<file path="src/rtl/freq_pkg.sv">
// rtl/freq_pkg.sv - shared types and constants for the frequency monitor
package freq_pkg;

    typedef enum logic [1:0] {
        ACQ   = 2'b00,
        LOCK  = 2'b01,
        ALARM = 2'b10
    } freq_state_t;

    localparam logic [15:0] FREQ_LO_DEF = 16'd1000;
    localparam logic [15:0] FREQ_HI_DEF = 16'd2000;
    localparam int          ALARM_CNT_W = 8;

endpackage

</file>
<file path="src/rtl/freq_avg_acc.sv">
// rtl/freq_avg_acc.sv - accumulate 2^AVG_LOG2 freq/phase samples and emit their truncated mean
module freq_avg_acc #(
    parameter int DSIZE    = 16,
    parameter int AVG_LOG2 = 2
) (
    input  logic             clock,
    input  logic             rst_n,
    input  logic             clear,
    input  logic             in_valid,
    input  logic [DSIZE-1:0] in_freq,
    input  logic [DSIZE-1:0] in_phase,
    output logic [DSIZE-1:0] avg_freq,
    output logic [DSIZE-1:0] avg_phase,
    output logic             avg_valid
);

    // Sum is wide enough for 2^AVG_LOG2 full-scale samples, so it can never overflow.
    localparam int ACC_W = DSIZE + AVG_LOG2;
    // A zero-width counter is not legal; with no averaging the 1-bit counter just stays at 0.
    localparam int CNT_W = (AVG_LOG2 > 0) ? AVG_LOG2 : 1;
    localparam logic [CNT_W-1:0] LAST = CNT_W'((1 << AVG_LOG2) - 1);

    logic [ACC_W-1:0] acc_freq;
    logic [ACC_W-1:0] acc_phase;
    logic [CNT_W-1:0] cnt;

    // Accumulate samples; the completing sample folds into the sum, which is shifted out as the mean.
    always_ff @(posedge clock or negedge rst_n) begin
        if (!rst_n) begin
            acc_freq  <= '0;
            acc_phase <= '0;
            cnt       <= '0;
            avg_freq  <= '0;
            avg_phase <= '0;
            avg_valid <= 1'b0;
        end else if (clear) begin
            acc_freq  <= '0;
            acc_phase <= '0;
            cnt       <= '0;
            avg_valid <= 1'b0;
        end else begin
            avg_valid <= 1'b0;
            if (in_valid) begin
                if (cnt == LAST) begin
                    avg_freq  <= DSIZE'((acc_freq + ACC_W'(in_freq)) >> AVG_LOG2);
                    avg_phase <= DSIZE'((acc_phase + ACC_W'(in_phase)) >> AVG_LOG2);
                    avg_valid <= 1'b1;
                    acc_freq  <= '0;
                    acc_phase <= '0;
                    cnt       <= '0;
                end else begin
                    acc_freq  <= acc_freq + ACC_W'(in_freq);
                    acc_phase <= acc_phase + ACC_W'(in_phase);
                    cnt       <= cnt + CNT_W'(1);
                end
            end
        end
    end

endmodule

</file>
<file path="src/rtl/freq_monitor.sv">
// rtl/freq_monitor.sv - averaged frequency band check with lock/alarm hysteresis FSM
module freq_monitor
    import freq_pkg::*;
#(
    parameter int               DSIZE    = 16,
    parameter int               AVG_LOG2 = 2,
    parameter logic [DSIZE-1:0] FREQ_LO  = DSIZE'(FREQ_LO_DEF),
    parameter logic [DSIZE-1:0] FREQ_HI  = DSIZE'(FREQ_HI_DEF),
    parameter int               HOLD_CNT = 3
) (
    input  logic                   clock,
    input  logic                   rst_n,
    input  logic                   meas_valid,
    input  logic [DSIZE-1:0]       freq,
    input  logic [DSIZE-1:0]       phase,
    input  logic                   cfg_clear,
    output logic [DSIZE-1:0]       avg_freq,
    output logic [DSIZE-1:0]       avg_phase,
    output logic                   avg_valid,
    output logic                   in_range,
    output logic                   lock,
    output logic                   alarm,
    output logic [ALARM_CNT_W-1:0] alarm_cnt,
    output logic [1:0]             state
);

    localparam logic [3:0] HOLD = 4'(HOLD_CNT);

    freq_state_t            state_q, state_d;
    logic [3:0]             hyst_q, hyst_d, hyst_inc;
    logic [ALARM_CNT_W-1:0] alarm_cnt_q, alarm_cnt_d;
    logic                   in_range_q;
    logic                   eval_q;
    logic                   range_ok;

    freq_avg_acc #(
        .DSIZE    (DSIZE),
        .AVG_LOG2 (AVG_LOG2)
    ) u_avg (
        .clock     (clock),
        .rst_n     (rst_n),
        .clear     (cfg_clear),
        .in_valid  (meas_valid),
        .in_freq   (freq),
        .in_phase  (phase),
        .avg_freq  (avg_freq),
        .avg_phase (avg_phase),
        .avg_valid (avg_valid)
    );

    assign range_ok = (avg_freq >= FREQ_LO) && (avg_freq <= FREQ_HI) && (avg_freq != '0);
    assign hyst_inc = hyst_q + 4'd1;

    // Next-state logic: one hysteresis step per average, taken the cycle after avg_valid.
    always_comb begin
        state_d     = state_q;
        hyst_d      = hyst_q;
        alarm_cnt_d = alarm_cnt_q;
        case (state_q)
            ACQ, ALARM: begin
                if (eval_q) begin
                    if (in_range_q) begin
                        if (hyst_inc == HOLD) begin
                            state_d = LOCK;
                            hyst_d  = 4'd0;
                        end else begin
                            hyst_d = hyst_inc;
                        end
                    end else begin
                        hyst_d = 4'd0;
                    end
                end
            end
            LOCK: begin
                if (eval_q) begin
                    if (!in_range_q) begin
                        if (hyst_inc == HOLD) begin
                            state_d = ALARM;
                            hyst_d  = 4'd0;
                            if (alarm_cnt_q != '1) begin
                                alarm_cnt_d = alarm_cnt_q + ALARM_CNT_W'(1);
                            end
                        end else begin
                            hyst_d = hyst_inc;
                        end
                    end else begin
                        hyst_d = 4'd0;
                    end
                end
            end
            default: begin
                state_d = ACQ;
                hyst_d  = 4'd0;
            end
        endcase
    end

    // State, hysteresis, alarm counter and range flag; cfg_clear restarts all but the alarm count.
    always_ff @(posedge clock or negedge rst_n) begin
        if (!rst_n) begin
            state_q     <= ACQ;
            hyst_q      <= 4'd0;
            alarm_cnt_q <= '0;
            in_range_q  <= 1'b0;
            eval_q      <= 1'b0;
        end else if (cfg_clear) begin
            state_q    <= ACQ;
            hyst_q     <= 4'd0;
            in_range_q <= 1'b0;
            eval_q     <= 1'b0;
        end else begin
            state_q     <= state_d;
            hyst_q      <= hyst_d;
            alarm_cnt_q <= alarm_cnt_d;
            eval_q      <= avg_valid;
            if (avg_valid) begin
                in_range_q <= range_ok;
            end
        end
    end

    assign in_range  = in_range_q;
    assign lock      = (state_q == LOCK);
    assign alarm     = (state_q == ALARM);
    assign alarm_cnt = alarm_cnt_q;
    assign state     = state_q;

endmodule

</file>
<file path="config.mk">
export PLATFORM = sky130hd
export DESIGN_NAME = freq_monitor
export DESIGN_NICKNAME = d
export VERILOG_FILES = /design/src/rtl/freq_pkg.sv /design/src/rtl/freq_avg_acc.sv /design/src/rtl/freq_monitor.sv
export SDC_FILE = /design/constraint.sdc
export NUM_CORES = 1
export LEC_CHECK = 0
export ABC_AREA = 1
export ABC_CLOCK_PERIOD_IN_PS = 2700
export CAP_MARGIN = 20
export CORE_MARGIN = 5
export CORE_UTILIZATION = 55
export DETAILED_ROUTE_END_ITERATION = 8
export HOLD_SLACK_MARGIN = 0.12
export PLACE_DENSITY = 0.81
export SYNTH_ARGS = -nofsm -noshare
export SYNTH_HDL_FRONTEND = slang
export SYNTH_SLANG_ARGS = --single-unit
</file>
<file path="constraint.sdc">
create_clock -name clock -period 2.7 [get_ports clock]
set_clock_uncertainty 0.2 [all_clocks]
set_input_delay 0.405 -clock clock [delete_from_list [all_inputs] [get_ports clock]]
set_output_delay 0.405 -clock clock [all_outputs]
set_load 0.01 [all_outputs]
</file>
# --- After elaboration in Yosys (flattened, before gate mapping) ---
# Index checks and enable logic that the tools add are counted.
totals:
  out_inout_bits: 46
  in_bits: 36
  ff_bits: 87
op_classes:
  mux: 30
  magnitude_cmp: 2
  n_reduce_logical: 11
  bitwise_logic: 2
  n_eq_ne: 11
  addsub: 5
op_table:
  columns: ["op", "n"]
  rows:
  - ["two-way mux 18 bit", 6]
  - ["adder 18 x 16 -> 18 bit", 2]
  - ["two-way mux 4 bit", 6]
  - ["two-way mux 2 bit", 10]
  - [">= comparator 16 x 10 -> 1 bit, second input constant", 1]
  - ["less-or-equal comparator 16 x 11 -> 1 bit, second input constant", 1]
  - ["nonzero test 16 bit", 1]
  - ["inequality test 3 bit, second input constant", 4]
  - ["AND reduction 6 bit", 2]
  - ["adder 8 x 1 -> 8 bit, second input constant", 1]
  - ["inequality test 8 bit, second input constant", 1]
  - ["case mux 4 bit (2 select lines)", 1]
  - ["two-way mux 1 bit", 6]
  - ["inequality test 3 x 2 -> 1 bit, second input constant", 2]
  - ["adder 4 x 1 -> 4 bit, second input constant", 1]
  - ["== test 2 bit, second input constant", 2]
  - ["== test 4 x 2 -> 1 bit, second input constant", 1]
  - ["case mux 2 bit (2 select lines)", 1]
  - ["nonzero test 2 bit", 2]
  - ["AND reduction 3 bit", 1]
  - ["adder 2 x 1 -> 2 bit, second input constant", 1]
  - ["== test 2 x 1 -> 1 bit, second input constant", 1]
  - ["logical AND 1 bit", 2]
  - ["logical NOT 2 bit", 1]
  - ["3 further kinds", 4]

# --- Depth between registers and ports, before layout ---
# Gate-level depths: netlist of the first run.
logic_depth:
  word_depth: 7
  mapped_depth: 12

# --- Hierarchy ---
# Synthesis of the first run repeated with hierarchy kept, for this count alone.
hier_totals:
  cells_unflattened: 741
  area_unflattened_um2: 5462.7
modules_own_cells:
  columns: ["mod", "cells_each", "instances", "seq_area_each_um2", "area_per_inst_um2"]
  rows:
  - ["freq_avg_acc", 605, 1, 1776.7, 4463.0]
  - ["freq_monitor", 136, 1, 400.4, 999.7]

# --- Worst setup path before layout of the first run ---
# No wires, ideal clock.
synth_path:
  kind: "in2reg"
  from: "input freq[0]"
  to: "register u_avg.acc_freq[8]"
  path_stages: 9
  required_ps: 2383
  setup_ps: 117
  slack_ps: 696
  t_arrival_ps: 1687
  cell_sequence: "ha_1 fa_1 nand3_1 nand2_1 nand2_1 nand2_1 or2_1 nand3_1 nand2_1"
synth_via:
  elab_chain_cells: 4
synth_lines:
  columns: ["element", "line_no", "rtl"]
  rows:
  - ["start, declared", "freq_monitor.sv:14", "input logic [DSIZE-1:0] freq,"]
  - ["adder 18 x 16 -> 18 bit", "freq_avg_acc.sv:52", "acc_freq <= acc_freq + ACC_W'(in_freq);"]
  - ["two-way mux 18 bit", "freq_avg_acc.sv:44", "if (cnt == LAST) begin"]
  - ["two-way mux 18 bit", "freq_avg_acc.sv:43", "if (in_valid) begin"]
  - ["two-way mux 18 bit", "freq_avg_acc.sv:36", "end else if (clear) begin"]
  - ["end signal, assigned", "freq_avg_acc.sv:52", null]
  - ["end, declared", "freq_avg_acc.sv:23", "logic [ACC_W-1:0] acc_freq;"]
# Every way passes these cells. The select of a mux whose other input is x is not followed.
# A chain may end at the register's enable or synchronous reset.

# --- Worst setup path in the final report of the first run ---
# Same ends and word-level chain as after synthesis.

==> impl_metrics.json, run 1 <==
{
  "tightest_slew_ns": 0.4491,
  "crit_arrival_ns": 2.32,
  "rsz0062_at_grt": "false",
  "syn2layout_area_growth_pct": 21.07,
  "syn_area_um2": 5512,
  "max_freq_mhz": 443.6,
  "drv_cap": 0,
  "final_core_util_pct": 68.27,
  "clk_latency_ns": 0.37,
  "placementRows": 36,
  "synth.most_common_cell": "nand2_1",
  "die_h_um": 110.1,
  "cp_top_family": "simple AND/OR/NAND/NOR gates",
  "ys_warn_count": 0,
  "cts_root_buf": "clkbuf_8",
  "seqCellArea_um2": 2177,
  "drive_above_1_share_pct": 7.160,
  "post-dp-hpwl_um": 10220,
  "reg2reg_from": "u_avg.acc_freq[0]",
  "slew_headroom_pct": 70.06,
  "synth_cell_type_count": 33,
  "dp_cells": 940,
  "post-route-min-period_ns": 2.254,
  "place_congestion": 0.9414,
  "cp_num_cells": 10,
  "drt-pass1-iter-count": 5,
  "hold_viol": 0,
  "endpoint": "u_avg.acc_freq[8]",
  "cp_slowest_cell": "fa_1",
  "crit_path_frequent_cell": "nand2_1",
  "antenna_found_initial": 0,
  "synthArstFlopShare_pct": 100.0,
  "r2r_slack_ns": 0.50,
  "path_max_fanout": 4,
  "path_class": "in2reg",
  "cpPeakStageDelay_ns": 0.45,
  "min_period_over_period_pct": 83.49,
  "wirelength_um": 13640,
  "tns_ns": 0,
  "h-tree-depth": 3,
  "r2r-end": "u_avg.acc_freq[8]",
  "cts_resized": 0,
  "grt-ovfl-total": 0,
  "grt_usage_pct": 23.91,
  "path_buf_inv": 1,
  "leakagePower_uw": 0.003387,
  "clkTransAtPathRegs_ns": 0.10,
  "grt_max_degree": 58,
  "vias_per_cell": 5.318,
  "postSynthAreaPerCell_um2": 7.529,
  "ioPinCount": 82,
  "startpoint": "freq[0]",
  "p_total_uw": 4000,
  "cts_tree": "built",
  "core_um2": 9774,
  "final_cell_count_no_fill": 957,
  "outcome": "completed",
  "num_vias": 5089,
  "antenna_left": 0,
  "ff2ff_path_depth": 9,
  "multi_input_area_um2": 3007,
  "setup_viol": 0,
  "initial_core_util_pct": 56.39,
  "globalRouteMet2Util_pct": 42.76,
  "design_area_um2": 6673,
  "port_buffers": 81,
  "grt-busiest-layer": "met2",
  "synth_top_area_share_pct": 39.50,
  "ys_ff_latch": 87,
  "synthCells": 732,
  "syn_nets": 806,
  "clockBufferDepth": 2,
  "met1_usage_pct": 29.57,
  "numCtsBuffers": 9,
  "nets": 893,
  "grt_pass1_vias": 5140,
  "synth_edf_count": 0,
  "ys.flop_type": "dfrtp_1",
  "n_fill_cell": 815,
  "drt_iter0_drc": 238,
  "seq_area_frac_synth_pct": 39.50,
  "synth_common_cells": "271 x nand2_1, 87 x dfrtp_1, 62 x nand3_1",
  "synth.area.top_cells": "dfrtp_1 40%, nand2_1 18%, ha_1 8.2%, nand3_1 5.6%, inv_1 4.1%",
  "worstPathRequired_ns": 2.77,
  "antenna_cells": 0,
  "grt_use_met3_pct": 4.193,
  "ir_drop_mv": 0.3579,
  "drc": 0,
  "hold_path.class": "reg2reg",
  "final_max_slew_viol_count": 0,
  "placed_area_um2": 6491,
  "clock-sinks": 87,
  "powerDensity_nw_per_um2": 599.5,
  "cp-start-kind": "input port",
  "die_area_um2": 12120,
  "grt_pass1_wl_um": 23120,
  "die_x_um": 110.1,
  "critPathCaptureType": "register",
  "avgRoutedWirePerCell_um": 14.26,
  "cp_cell_sequence": "clkdlybuf4s50_1 > ha_1 > fa_1 > nand3_1 > nand2_1 > nand2_1 > nand2_1 > or2_1 > nand3_1 > nand2_1",
  "synth_top_area_cell": "dfrtp_1"
}
[flip-flops by register name, summed over array words and instances (netlist names), 2 cells and up]
register and count:
u_avg.avg_phase 16, u_avg.acc_freq 18, hyst_q 4, alarm_cnt 8, u_avg.avg_freq 16, u_avg.cnt 2, state 2, u_avg.acc_phase 18
[tightest hold or removal path, delay by kind of cell (launching register included)]
kind	cells	cell delay (ns)
DFF	1	0.35
and+or+nand+nor	2	0.10
[cell families (layout without fill, tap and decap cells)]
| family | Yosys count | in the layout | synth area share [%] |
|---|---|---|---|
| buffers and inverters | 80 | 172 | 5.993 |
| DFF | 87 | 87 | 39.50 |
| xor gates and xnor gates | 20 | 20 | 3.178 |
| AOI/OAI and AO/OA | 80 | 80 | 8.127 |
| and+or+nand+nor | 427 | 427 | 34.30 |
| adders and majority gates | 38 | 38 | 8.899 |
[cells in the final DEF, fill, tap and decap left out, types with 3 or more instances in the layout]
cell type        count
nor2_1              40
clkbuf_8             9
nand3b_1            19
clkdlybuf4s50_1     80
nand3_1             62
a21oi_1             27
o21ai_2              7
nand4_1              4
o21ai_0             15
buf_4                7
nor2_2               4
xor2_1               8
o21ai_1             25
nand2_1            271
nor2_4               3
clkinv_2             3
inv_1               60
a22o_1               4
and2_1               3
dfrtp_1             87
xnor2_1             12
nand2_2              7
ha_1                36
nand3_2              4
inv_2                6
nor3_1               5
[worst min path at each step]
| stage | startpoint | end | slack, ns | depth (start not counted) |
|---|---|---|---|---|
| 2_1_floorplan | rst_n | alarm_cnt[0] | -0.09 | 0 |
| 3_5_place_dp | rst_n | u_avg.acc_freq[1] | 0.19 | 1 |
| 3_3_place_gp | rst_n | u_avg.acc_freq[2] | 0.17 | 1 |
| 4_1_cts | u_avg.avg_phase[5] | u_avg.avg_phase[5] | 0.29 | 2 |
| 6_report | u_avg.avg_phase[5] | u_avg.avg_phase[5] | 0.29 | 2 |
| 5_1_grt | u_avg.avg_phase[12] | u_avg.avg_phase[12] | 0.32 | 2 |
[per-stage QoR]
| stage | worst slack, ns | hold slack [ns] |
|---|---|---|
| floorplan | 0.6956 | -0.09059 |
| global placement | 0.1725 | 0.1738 |
| detailed placement | 0.09250 | 0.1885 |
| CTS | 0.4636 | 0.2923 |
| global route | 0.3411 | 0.3205 |
| finish | 0.4457 | 0.2872 |
[cell type report]
class	count	area share, %
Clock buffer	9	1.856
Clock inverter	7	0.7125
Inverter	66	3.713
Multi-Input combinational cell	565	45.06
Sequential cell	87	32.63
Tap cell	133	2.494
Timing Repair Buffer	90	13.54
[report_power, final]
part	switching [uW]	leakage [uW]	internal (uW)	total, uW
logic	827	0.00214	660	1490
registers	158	0.00116	1510	1660
clock network	511	0.0000858	336	848
total	1500	0.00339	2500	4000
[what timing repair did]
action                    CTS  global route
hold buffers                1             0
hold endpoints to repair   30             0
setup buffers               0             0
[per-layer routing]
| layer | vias to the layer above | wire length [um] |
|---|---|---|
| met5 | - | 0 |
| met3 | 17 | 678 |
| met2 | 133 | 6957 |
| li1 | 2548 | - |
| met4 | 0 | 183 |
| met1 | 2391 | 5825 |
(Power assumes the default switching activity.)
==> run 2, diff against run 1 <==
--- a/config.mk
+++ b/config.mk
@@ -6,7 +6,7 @@
 export NUM_CORES = 1
 export LEC_CHECK = 0
 export ABC_AREA = 1
-export ABC_CLOCK_PERIOD_IN_PS = 2700
+export ABC_CLOCK_PERIOD_IN_PS = 2100
 export CAP_MARGIN = 20
 export CORE_MARGIN = 5
 export CORE_UTILIZATION = 55
==> constraint.sdc (replaced) <==
create_clock -name clock -period 2.1 [get_ports clock]
set_clock_uncertainty 0.2 [all_clocks]
set_input_delay 0.315 -clock clock [delete_from_list [all_inputs] [get_ports clock]]
set_output_delay 0.315 -clock clock [all_outputs]
set_load 0.01 [all_outputs]
==> impl_metrics.json, run 2 (same netlist as run 1, synthesis figures left out) <==
{
  "outcome": "completed",
  "cpPeakStageDelay_ns": 0.60,
  "leakagePower_uw": 0.003647,
  "layout_commonest_cell": "nand2_1",
  "h-tree-depth": 3,
  "slew_headroom_pct": 68.52,
  "mostFrequentLayoutCells": "266 x nand2_1, 87 x dfrtp_1, 79 x clkdlybuf4s50_1",
  "wirelength_um": 14380,
  "hold_viol": 0,
  "die_area_um2": 12120,
  "dr_wl_met3_um": 873,
  "tightest_slew_ns": 0.4722,
  "max_freq_mhz": 502.8,
  "met1_length_um": 5874,
  "hold_path.class": "reg2reg",
  "grt_usage_pct": 25.25,
  "placementRows": 36,
  "cp-start-kind": "register",
  "clock-sinks": 87,
  "avgRoutedWirePerCell_um": 14.29,
  "seqCellArea_um2": 2177,
  "p_comb_share_pct": 38.3,
  "pwr-share-clk_pct": 23.2,
  "cp_cell_sequence": "clkdlybuf4s50_1",
  "ir_drop_mv": 0.3962,
  "drc": 0,
  "ioPinCount": 82,
  "num_vias": 5293,
  "n_fill_cell": 767,
  "critPathCaptureType": "output port",
  "grt_max_degree": 88,
  "vias_per_cell": 5.261,
  "p_total_uw": 5570,
  "grt_pass1_wl_um": 24090,
  "antenna_left": 0,
  "grt_pass1_vias": 5362,
  "power.share.sequential_pct": 38.6,
  "reg_top3": "u_avg.acc_freq (18), u_avg.acc_phase (18)",
  "nets": 942,
  "cts_tree": "built",
  "cp_top_family": "buffers and inverters",
  "multi_input_area_um2": 3044,
  "drv_cap": 0,
  "p_int_uw": 3620,
  "grt-ovfl-total": 0,
  "hold_ws_ns": 0.2857,
  "switching_share_pct": 35.02,
  "clk_latency_ns": 0.38,
  "final_max_slew_viol_count": 0,
  "drt-pass1-iter-count": 5,
  "place_congestion": 0.9296,
  "powerDensity_nw_per_um2": 780.6,
  "die_h_um": 110.1,
  "initial_core_util_pct": 56.39,
  "min_period_over_period_pct": 94.70,
  "core_um2": 9774,
  "post-dp-hpwl_um": 10880,
  "top_layer_used": "met4",
  "post-route-min-period_ns": 1.989,
  "rsz0062_at_grt": "true",
  "p_switching_uw": 1950,
  "clkTransAtPathRegs_ns": 0.08,
  "setup_viol": 0,
  "r2r_slack_ns": 0.12,
  "antenna_found_initial": 0,
  "drt_iter0_drc": 308,
  "crit_arrival_ns": 1.47,
  "antenna_cells": 0,
  "worstPathRequired_ns": 1.58,
  "syn2layout_area_growth_pct": 29.47,
  "wl_met2_um": 7258,
  "clockBufferDepth": 2,
  "path_max_fanout": 7,
  "numCtsBuffers": 9,
  "path_class": "reg2out",
  "path_buf_inv": 1,
  "final_core_util_pct": 73.00,
  "port_buffers": 81,
  "drive_above_1_share_pct": 13.40,
  "cts_root_buf": "clkbuf_8",
  "cp_slowest_cell": "clkdlybuf4s50_1",
  "die_x_um": 110.1
}
## run 2: changes by cell type in the layout (fill, tap and decap cells not counted), moves of 3 or more
cell      change
clkbuf_1      +3
nand3_1       -3
nand3_2       +3
buf_4        +47
nand2_2       +5
nand2_1       -5
## run 2: worst register-to-register path, delay by kind of cell, from the launching register on
kind | cells | cell delay [ns]
DFF | 1 | 0.39
adders and majority gates | 2 | 0.54
and+or+nand+nor | 8 | 0.74
## run 2: path summary, 6_finish.rpt
| check | end | cells after the start | from |
|---|---|---|---|
| worst min register to register | u_avg.cnt[1] | 2 | u_avg.cnt[1] |
| worst max register to register | u_avg.acc_freq[16] | 10 | u_avg.acc_freq[0] |
| max in group asynchronous | u_avg.acc_phase[11] | 3 | rst_n |
| worst max-delay path | in_range | 1 | in_range |
| worst min-delay path | u_avg.cnt[1] | 2 | u_avg.cnt[1] |
| min in group asynchronous | u_avg.acc_freq[0] | 3 | rst_n |
## run 2: power groups by stage
stage,Clock (uW),Combinational [uW],Sequential [uW]
after floorplan,0,1080,2200
after global placement,0,2030,2170
after detailed placement,0,2110,2170
after CTS,1300,2110,2150
after global routing,1380,2370,2180
final,1290,2130,2150
## run 2: cell type report
class	instances	area share [%]
clock inverter	4	0.9819
tap	133	2.332
multi-input combinational	565	42.66
inverter	66	3.472
sequential	87	30.51
timing repair buffer	139	18.15
clock buffer	12	1.894
## run 2: stage by stage
step / instance area (um2) / TNS (ns) / setup WS, ns / cells
2_1_floorplan: 5512 / 0 / 0.1469 / 732
3_3_place_gp: 6869 / -8.648 / -0.2775 / 987
3_5_place_dp: 6869 / -10.45 / -0.3440 / 987
4_1_cts: 7083 / 0 / 0.01108 / 1004
5_1_grt: 7136 / -0.07218 / -0.02164 / 1006
6_report: 7136 / 0 / 0.1113 / 1006
## run 2: repair_timing
item	4_1_cts	5_1_grt
hold buffers	1	0
buffers inserted	0	2
gates resized for setup	1	12
pin swaps	0	4
gates cloned	0	0
endpoints found under the hold margin	87	0
endpoints found under the setup margin	1	20
## run 2: routing by layer
layer	track usage, %	up-vias
li1	-	2633
met4	10.11	0
met3	4.950	33
met5	0	-
met2	45.36	164
met1	29.49	2463
==> run 3, diff against run 2 <==
--- a/config.mk
+++ b/config.mk
@@ -10,6 +10,7 @@
 export CAP_MARGIN = 20
 export CORE_MARGIN = 5
 export CORE_UTILIZATION = 55
+export CTS_CLUSTER_SIZE = 28
 export DETAILED_ROUTE_END_ITERATION = 8
 export HOLD_SLACK_MARGIN = 0.12
 export PLACE_DENSITY = 0.81
==> results of run 3 <==
Final layout, timing and power as in run 2 (identical DEF).
